===== config.mk =====
export PLATFORM = sky130hd
export DESIGN_NAME = ram64_delay_line
export DESIGN_NICKNAME = d
export VERILOG_FILES = /design/src/rtl/ram64_delay_line.sv
export SDC_FILE = /design/constraint.sdc
export NUM_CORES = 1
export LEC_CHECK = 0
export BUFFER_PORTS_ARGS = -buffer_cell sky130_fd_sc_hd__clkbuf_2
export CELL_PAD_IN_SITES_DETAIL_PLACEMENT = 1
export CELL_PAD_IN_SITES_GLOBAL_PLACEMENT = 2
export CORE_ASPECT_RATIO = 1.25
export CORE_UTILIZATION = 50
export DETAILED_ROUTE_END_ITERATION = 10
export PLACE_DENSITY_LB_ADDON = 0.1
export SLEW_MARGIN = 40
export SYNTH_ARGS = -nofsm -noshare
export SYNTH_HDL_FRONTEND = slang
export SYNTH_SLANG_ARGS = --single-unit

===== constraint.sdc =====
create_clock -name CLK -period 5.8 [get_ports CLK]
set_input_delay 0.87 -clock CLK [delete_from_list [all_inputs] [get_ports CLK]]
set_output_delay 0.87 -clock CLK [all_outputs]
set_load 0.02 [all_outputs]

===== src/rtl/ram64_delay_line.sv =====
// Sample-count delay line over per-bit 64x1 single-port LUTRAM cells sharing one address.
// Returns the sample accepted LEN+1 accepts earlier, flagged valid only once the line has filled.

module ram64x1s (
    input  logic       wclk,
    input  logic [5:0] a,
    input  logic       d,
    input  logic       we,
    output logic       o_c
);

    logic [63:0] mem;

    // Storage is intentionally never reset; validity is tracked by the fill logic.
    always_ff @(posedge wclk) begin
        if (we) begin
            mem[a] <= d;
        end
    end

    assign o_c = mem[a];

endmodule

module ram64_delay_line #(
    parameter int unsigned WIDTH = 8
) (
    input  logic             CLK,
    input  logic             RST,
    input  logic [5:0]       LEN,
    input  logic             LEN_LD,
    input  logic             VLD_IN,
    input  logic [WIDTH-1:0] D_IN,
    output logic             VLD_OUT,
    output logic [WIDTH-1:0] D_OUT,
    output logic             FILLED
);

    localparam int unsigned AW = 6;
    localparam int unsigned CW = 7;

    logic [AW-1:0]    len_r;
    logic [AW-1:0]    ptr;
    logic [CW-1:0]    fill_cnt;
    logic             we_c;
    logic [WIDTH-1:0] rd_c;
    logic [CW-1:0]    depth_c;
    logic [AW-1:0]    ptr_nxt_c;
    logic [CW-1:0]    fill_inc_c;

    assign we_c       = VLD_IN & ~RST & ~LEN_LD;
    assign depth_c    = CW'(len_r) + CW'(1);
    assign ptr_nxt_c  = (ptr == len_r) ? '0 : ptr + AW'(1);
    assign fill_inc_c = fill_cnt + CW'(1);

    // One LUTRAM cell per data bit, all on the shared pointer address.
    for (genvar b = 0; b < int'(WIDTH); b++) begin : gen_bit
        ram64x1s u_cell (
            .wclk (CLK),
            .a    (ptr),
            .d    (D_IN[b]),
            .we   (we_c),
            .o_c  (rd_c[b])
        );
    end

    // Control and output registers; priority RST > LEN_LD > accept > idle.
    always_ff @(posedge CLK) begin
        if (RST) begin
            len_r    <= LEN;
            ptr      <= '0;
            fill_cnt <= '0;
            FILLED   <= 1'b0;
            VLD_OUT  <= 1'b0;
            D_OUT    <= '0;
        end else if (LEN_LD) begin
            len_r    <= LEN;
            ptr      <= '0;
            fill_cnt <= '0;
            FILLED   <= 1'b0;
            VLD_OUT  <= 1'b0;
        end else if (VLD_IN) begin
            D_OUT   <= rd_c;
            ptr     <= ptr_nxt_c;
            VLD_OUT <= FILLED;
            if (fill_cnt < depth_c) begin
                fill_cnt <= fill_inc_c;
            end
            if (fill_inc_c == depth_c) begin
                FILLED <= 1'b1;
            end
        end else begin
            VLD_OUT <= 1'b0;
        end
    end

endmodule


Word level (Yosys, flattened, before mapping)
Index checks and enable logic that the tools add are counted.
- equal/unequal tests: 2
- bitwise operators: 5
- mux-type cells: 29
- order comparisons: 3
- reductions and logical operators: 7
- add/sub/neg operators: 3
- operator list (cell ; count):
    $bwmux 64 ; 8
    $bmux 1 s6 ; 8
    $mux 6 ; 3
    $mux 1 ; 9
    $add 6x1->7 const B ; 1
    $add 7x1->7 const B ; 1
    $eq 7x7->1 ; 1
    $lt 6x7->1 const B ; 1
    $lt 7x7->1 ; 1
    $add 6x1->6 const B ; 1
    $demux 1 s6 ; 1
    $eq 6x6->1 ; 1
    $ge 6x1->1 const B ; 1
    $reduce_and 2->1 ; 3
    $not 1->1 ; 3
    $reduce_or 3->1 ; 1
    $and 1x1->1 ; 2
    $reduce_bool 2->1 ; 1
    $reduce_or 2->1 ; 1
    $logic_and 1x1->1 ; 1
- bits in registers: 541
- output and inout bits: 10
- input bits: 18
- logic and storage cells: 63

Longest topological paths before layout
- word-level depth: 5
- depth in mapped cells: 10
- gate-level depth less buffers: 9

By module
Synthesis repeated with hierarchy kept, for this count alone.
- cell total of the unflattened synthesis: 1914
- area, all modules: 24711.2 um^2
- modules (own cells, without submodules) (module ; area an instance (um^2) ; cells each ; times used):
    ram64x1s at gen_bit[0].u_cell ... ; 2891.5 ; 219 ; 7
    ram64x1s at gen_bit[7].u_cell ; 2899.0 ; 219 ; 1
    ram64_delay_line ; 1571.5 ; 162 ; 1

Worst setup path after synthesis
OpenSTA, ideal clock, no wires.
- path type: input to register
- start point: in VLD_IN
- end point: reg gen_bit[0].u_cell.mem[62] (enable)
- path slack: 3197 ps
- arrival time: 2233 ps
- path buffers: 2
- library setup time: 371 ps
- required time: 5429 ps
- cell stages on the path: 5
- cells stage by stage: clkbuf_1 and2_1 clkbuf_1 nand2_1 nor2_1
- cells in the longest elaborated chain, start to end: 2
- RTL lines (item ; line ; source):
    from (decl) ; 32 ; input logic VLD_IN,
    $and 1x1->1 (2 in a row) ; 51 ; assign we_c = VLD_IN & ~RST & ~LEN_LD;
    to (signal, indexed assignment) ; 17 ; mem[a] <= d;
    to (decl) ; 12 ; logic [63:0] mem;
Every way passes these cells.
A chain may end at the register's enable or synchronous reset.

Worst setup path in the final report
- start point: reg ptr[0]
- end point: reg D_OUT[1]
- cells in the longest elaborated chain, start to end: 2
- RTL lines (item ; line ; source):
    from (decl) ; 43 ; logic [AW-1:0] ptr;
    from (signal assigned) ; 84 ; ptr <= ptr_nxt_c;
    $bmux 1 s6 ; 21 ; assign o_c = mem[a];
    $mux 1 (not written as such) ; 21 ;
    to (signal assigned) ; 83 ; D_OUT <= rd_c;
    to (decl) ; 35 ; output logic [WIDTH-1:0] D_OUT,
Every way passes these cells. The select of a mux whose other input is x is not followed.

==> metrics.txt <==
Synth Area per Inst=16.78 µm²; Netlist cell types=73; CP endpoint=D_OUT[1]; Most used DFF post-synth=edfxtp_1; Worst Reg-to-Reg Cells=7; Critical Path AT=3.90 ns; GP Congestion=0.8620; peak supply drop=288.6 µV; delay-heaviest family, CP=buffers and inverters; CTS root buffer=clkbuf_16; leakage power=7.574 nW; Max Buffers Root-to-Sink=3; critical path depth=7; first-pass GRT wire length=90560 µm; Post-Route WL=63120 µm; Sink Count=541; Critical Path RT=6.30 ns; layout cells sized above 1=0.1914; worst clock skew=0.03392 ns; cts-stage hold buffer count=0; minimum clock period after layout=3.398 ns; Buf/Inv on CP=2; Setup CP Type=flop to flop; Setup Fix Bufs, Post-CTS=0; GRT overflow=0; Vias/cell=6.398; met2 Use GR=0.4818; setup tns final=0 ns; number of global-route vias before repair=12.78k; syn_nets=1329; H-tree lvl count=2; Clk Latency, worst-skew pair=0.62 ns; final slew viol count=0; Num CTS Buffers=53; Cell Area, Synth=21830 µm²; reg-to-reg endpoint=D_OUT[1]; Area Overhead vs Synth=11.65%; die area=44510 µm²; met1 Usage GRT=0.3817; delay of the slowest critical-path stage=0.79 ns; Fill cells=3883; Initial DRC Count=1123; DRC=0; relative slew slack=0.4195; largest net degree at the start of global routing=65; FF-to-FF Start=ptr[0]; max_cap viols=0; pwr dens=346.1 nW/µm²; unrepaired setup endpoints after global routing=false; io pins=28; Total GRT Usage=0.2885; CP startpoint=ptr[0]; sequential area share after synthesis=0.7336; most frequent cells in the layout=edfxtp_1 (518), nor2_1 (80), mux2i_1 (67), a21oi_1 (55), clkbuf_16 (54); FMAX=294.3 MHz; Worst-Margin Slew=0.8676 ns; Max FO, Critical Path=48; initial antenna violation count=1; Worst setup SP type=flop; number of synthesis warnings=0; fin crit share=0.5859; Post-synth ARST share=0; final worst slack=2.402 ns; commonest non-fill, non-tap cell in the layout=edfxtp_1; WL per Instance=32.63 µm; Final Setup Violations=0; number of flops mapped to enable cells by yosys=518; worst path cell trace=buf_4, inv_2, nand2_1, o22ai_1, o21ai_0, nor4b_2, a31oi_1; Ant. Diodes=0; GRT Max-Usage Layer=met2; dpl ws=2.155 ns; Via Count=12.37k; detailed placement HPWL=38170 µm; core area=43070 µm²; met3 Use GR=0.04964; r2r setup slk=2.40 ns; DRT antenna net count=0; synthesized instance count=1301; Worst setup EP type=flop; Die Ht=235.6 µm; total power=8.435 mW; Final Hold Viols=0; Hold Path Class=input port to flop; Die Width=188.9 µm; Synth Register Bits=541; slowest cell on the critical path=dfxtp_4; initial cell density of the core=0.5069; clk slew on worst S/H paths=0.06 ns; CTS tree=done; DRT Pass-1 Iters=6; nets=1356; outcome=completed; PostCTS Resize Cnt=0; # rows=85; I/O Buffers=27
final cells by class:
cell class,instances,area [µm²],share of cell area
inverter,8,30.03,0.001232
clock buffer,64,1389,0.05698
timing repair buffer,52,339.1,0.01391
sequential,541,16030,0.6575
tap,565,706.9,0.02900
clock inverter,32,551.8,0.02264
multi-input combinational,672,5331,0.2187
where the power goes:
part	switching (mW)	internal (mW)
Sequential	0.0241	4.29
Clock	1.48	2.37
Combinational	0.194	0.0783
flip-flops by register name (all words and copies together) (netlist names):
register and count:
D_OUT 8, FILLED 1, VLD_OUT 1, fill_cnt 7
gen_bit.u_cell.mem 512, len_r 6, ptr 6
worst reg2reg max path, stage by stage, from the launching register on:
cell and delay [ns]:
dfxtp_4 0.79, buf_4 0.73, inv_2 0.53, nand2_1 0.34, o22ai_1 0.13, o21ai_0 0.37
nor4b_2 0.31, a31oi_1 0.11
cell families after synthesis:
family,Yosys count,synth area share
AO/OA/AOI/OAI,270,0.08711
XOR/XNOR,26,0.01043
adder cells (fa/ha/maj),10,0.005731
buffers and inverters,88,0.02585
flip-flops,541,0.7336
multiplexers,145,0.08917
AND/OR/NAND/NOR,221,0.04814
worst min-delay path by stage:
| stage | from | end | cells past startpoint |
|---|---|---|---|
| 2_1_floorplan | fill_cnt[6] | fill_cnt[6] | 2 |
| 4_1_cts | LEN[2] | len_r[2] | 1 |
| 3_5_place_dp | FILLED | FILLED | 2 |
| 3_3_place_gp | fill_cnt[6] | fill_cnt[6] | 2 |
| 6_report | LEN[2] | len_r[2] | 1 |
| 5_1_grt | LEN[2] | len_r[2] | 1 |
through the flow:
step	area (µm²)	instances	hold WS, ns	utilization
after floorplan	21830	1301	0.4872	-
after global placement	22340	1837	0.5124	0.5186
after detailed placement	22360	1837	0.5460	0.5192
after CTS	24300	1933	0.4366	0.5643
after global routing	24370	1934	0.4420	0.5659
final	24370	1934	0.4554	0.5659
synthesized netlist by cell type (9+ instances only):
| master | instances | area share |
|---|---|---|
| ha_1 | 10 | 0.0057 |
| o22ai_1 | 18 | 0.0052 |
| a221oi_1 | 29 | 0.012 |
| a22oi_1 | 40 | 0.014 |
| dfxtp_1 | 23 | 0.021 |
| clkbuf_1 | 16 | 0.0028 |
| buf_4 | 16 | 0.0055 |
| nand2_1 | 42 | 0.0072 |
| nand3_1 | 15 | 0.0034 |
| buf_2 | 25 | 0.0057 |
| o21ai_0 | 38 | 0.0087 |
| a22o_1 | 15 | 0.0060 |
| edfxtp_1 | 518 | 0.71 |
| a21oi_1 | 56 | 0.013 |
| nor2_1 | 103 | 0.018 |
| xnor2_1 | 19 | 0.0076 |
| and3_1 | 9 | 0.0026 |
| mux2i_1 | 67 | 0.031 |
| buf_6 | 19 | 0.0098 |
| a31oi_1 | 14 | 0.0040 |
| mux4_2 | 34 | 0.035 |
| mux2_2 | 36 | 0.019 |
routing by layer:
metal  part of all wire  up-vias
li1                   -     5254
met1               0.40     6510
met2               0.50      501
met3              0.067      105
met4              0.031        4
met5            0.00087        -
No activity file was read; power rests on OpenSTA's default activity.
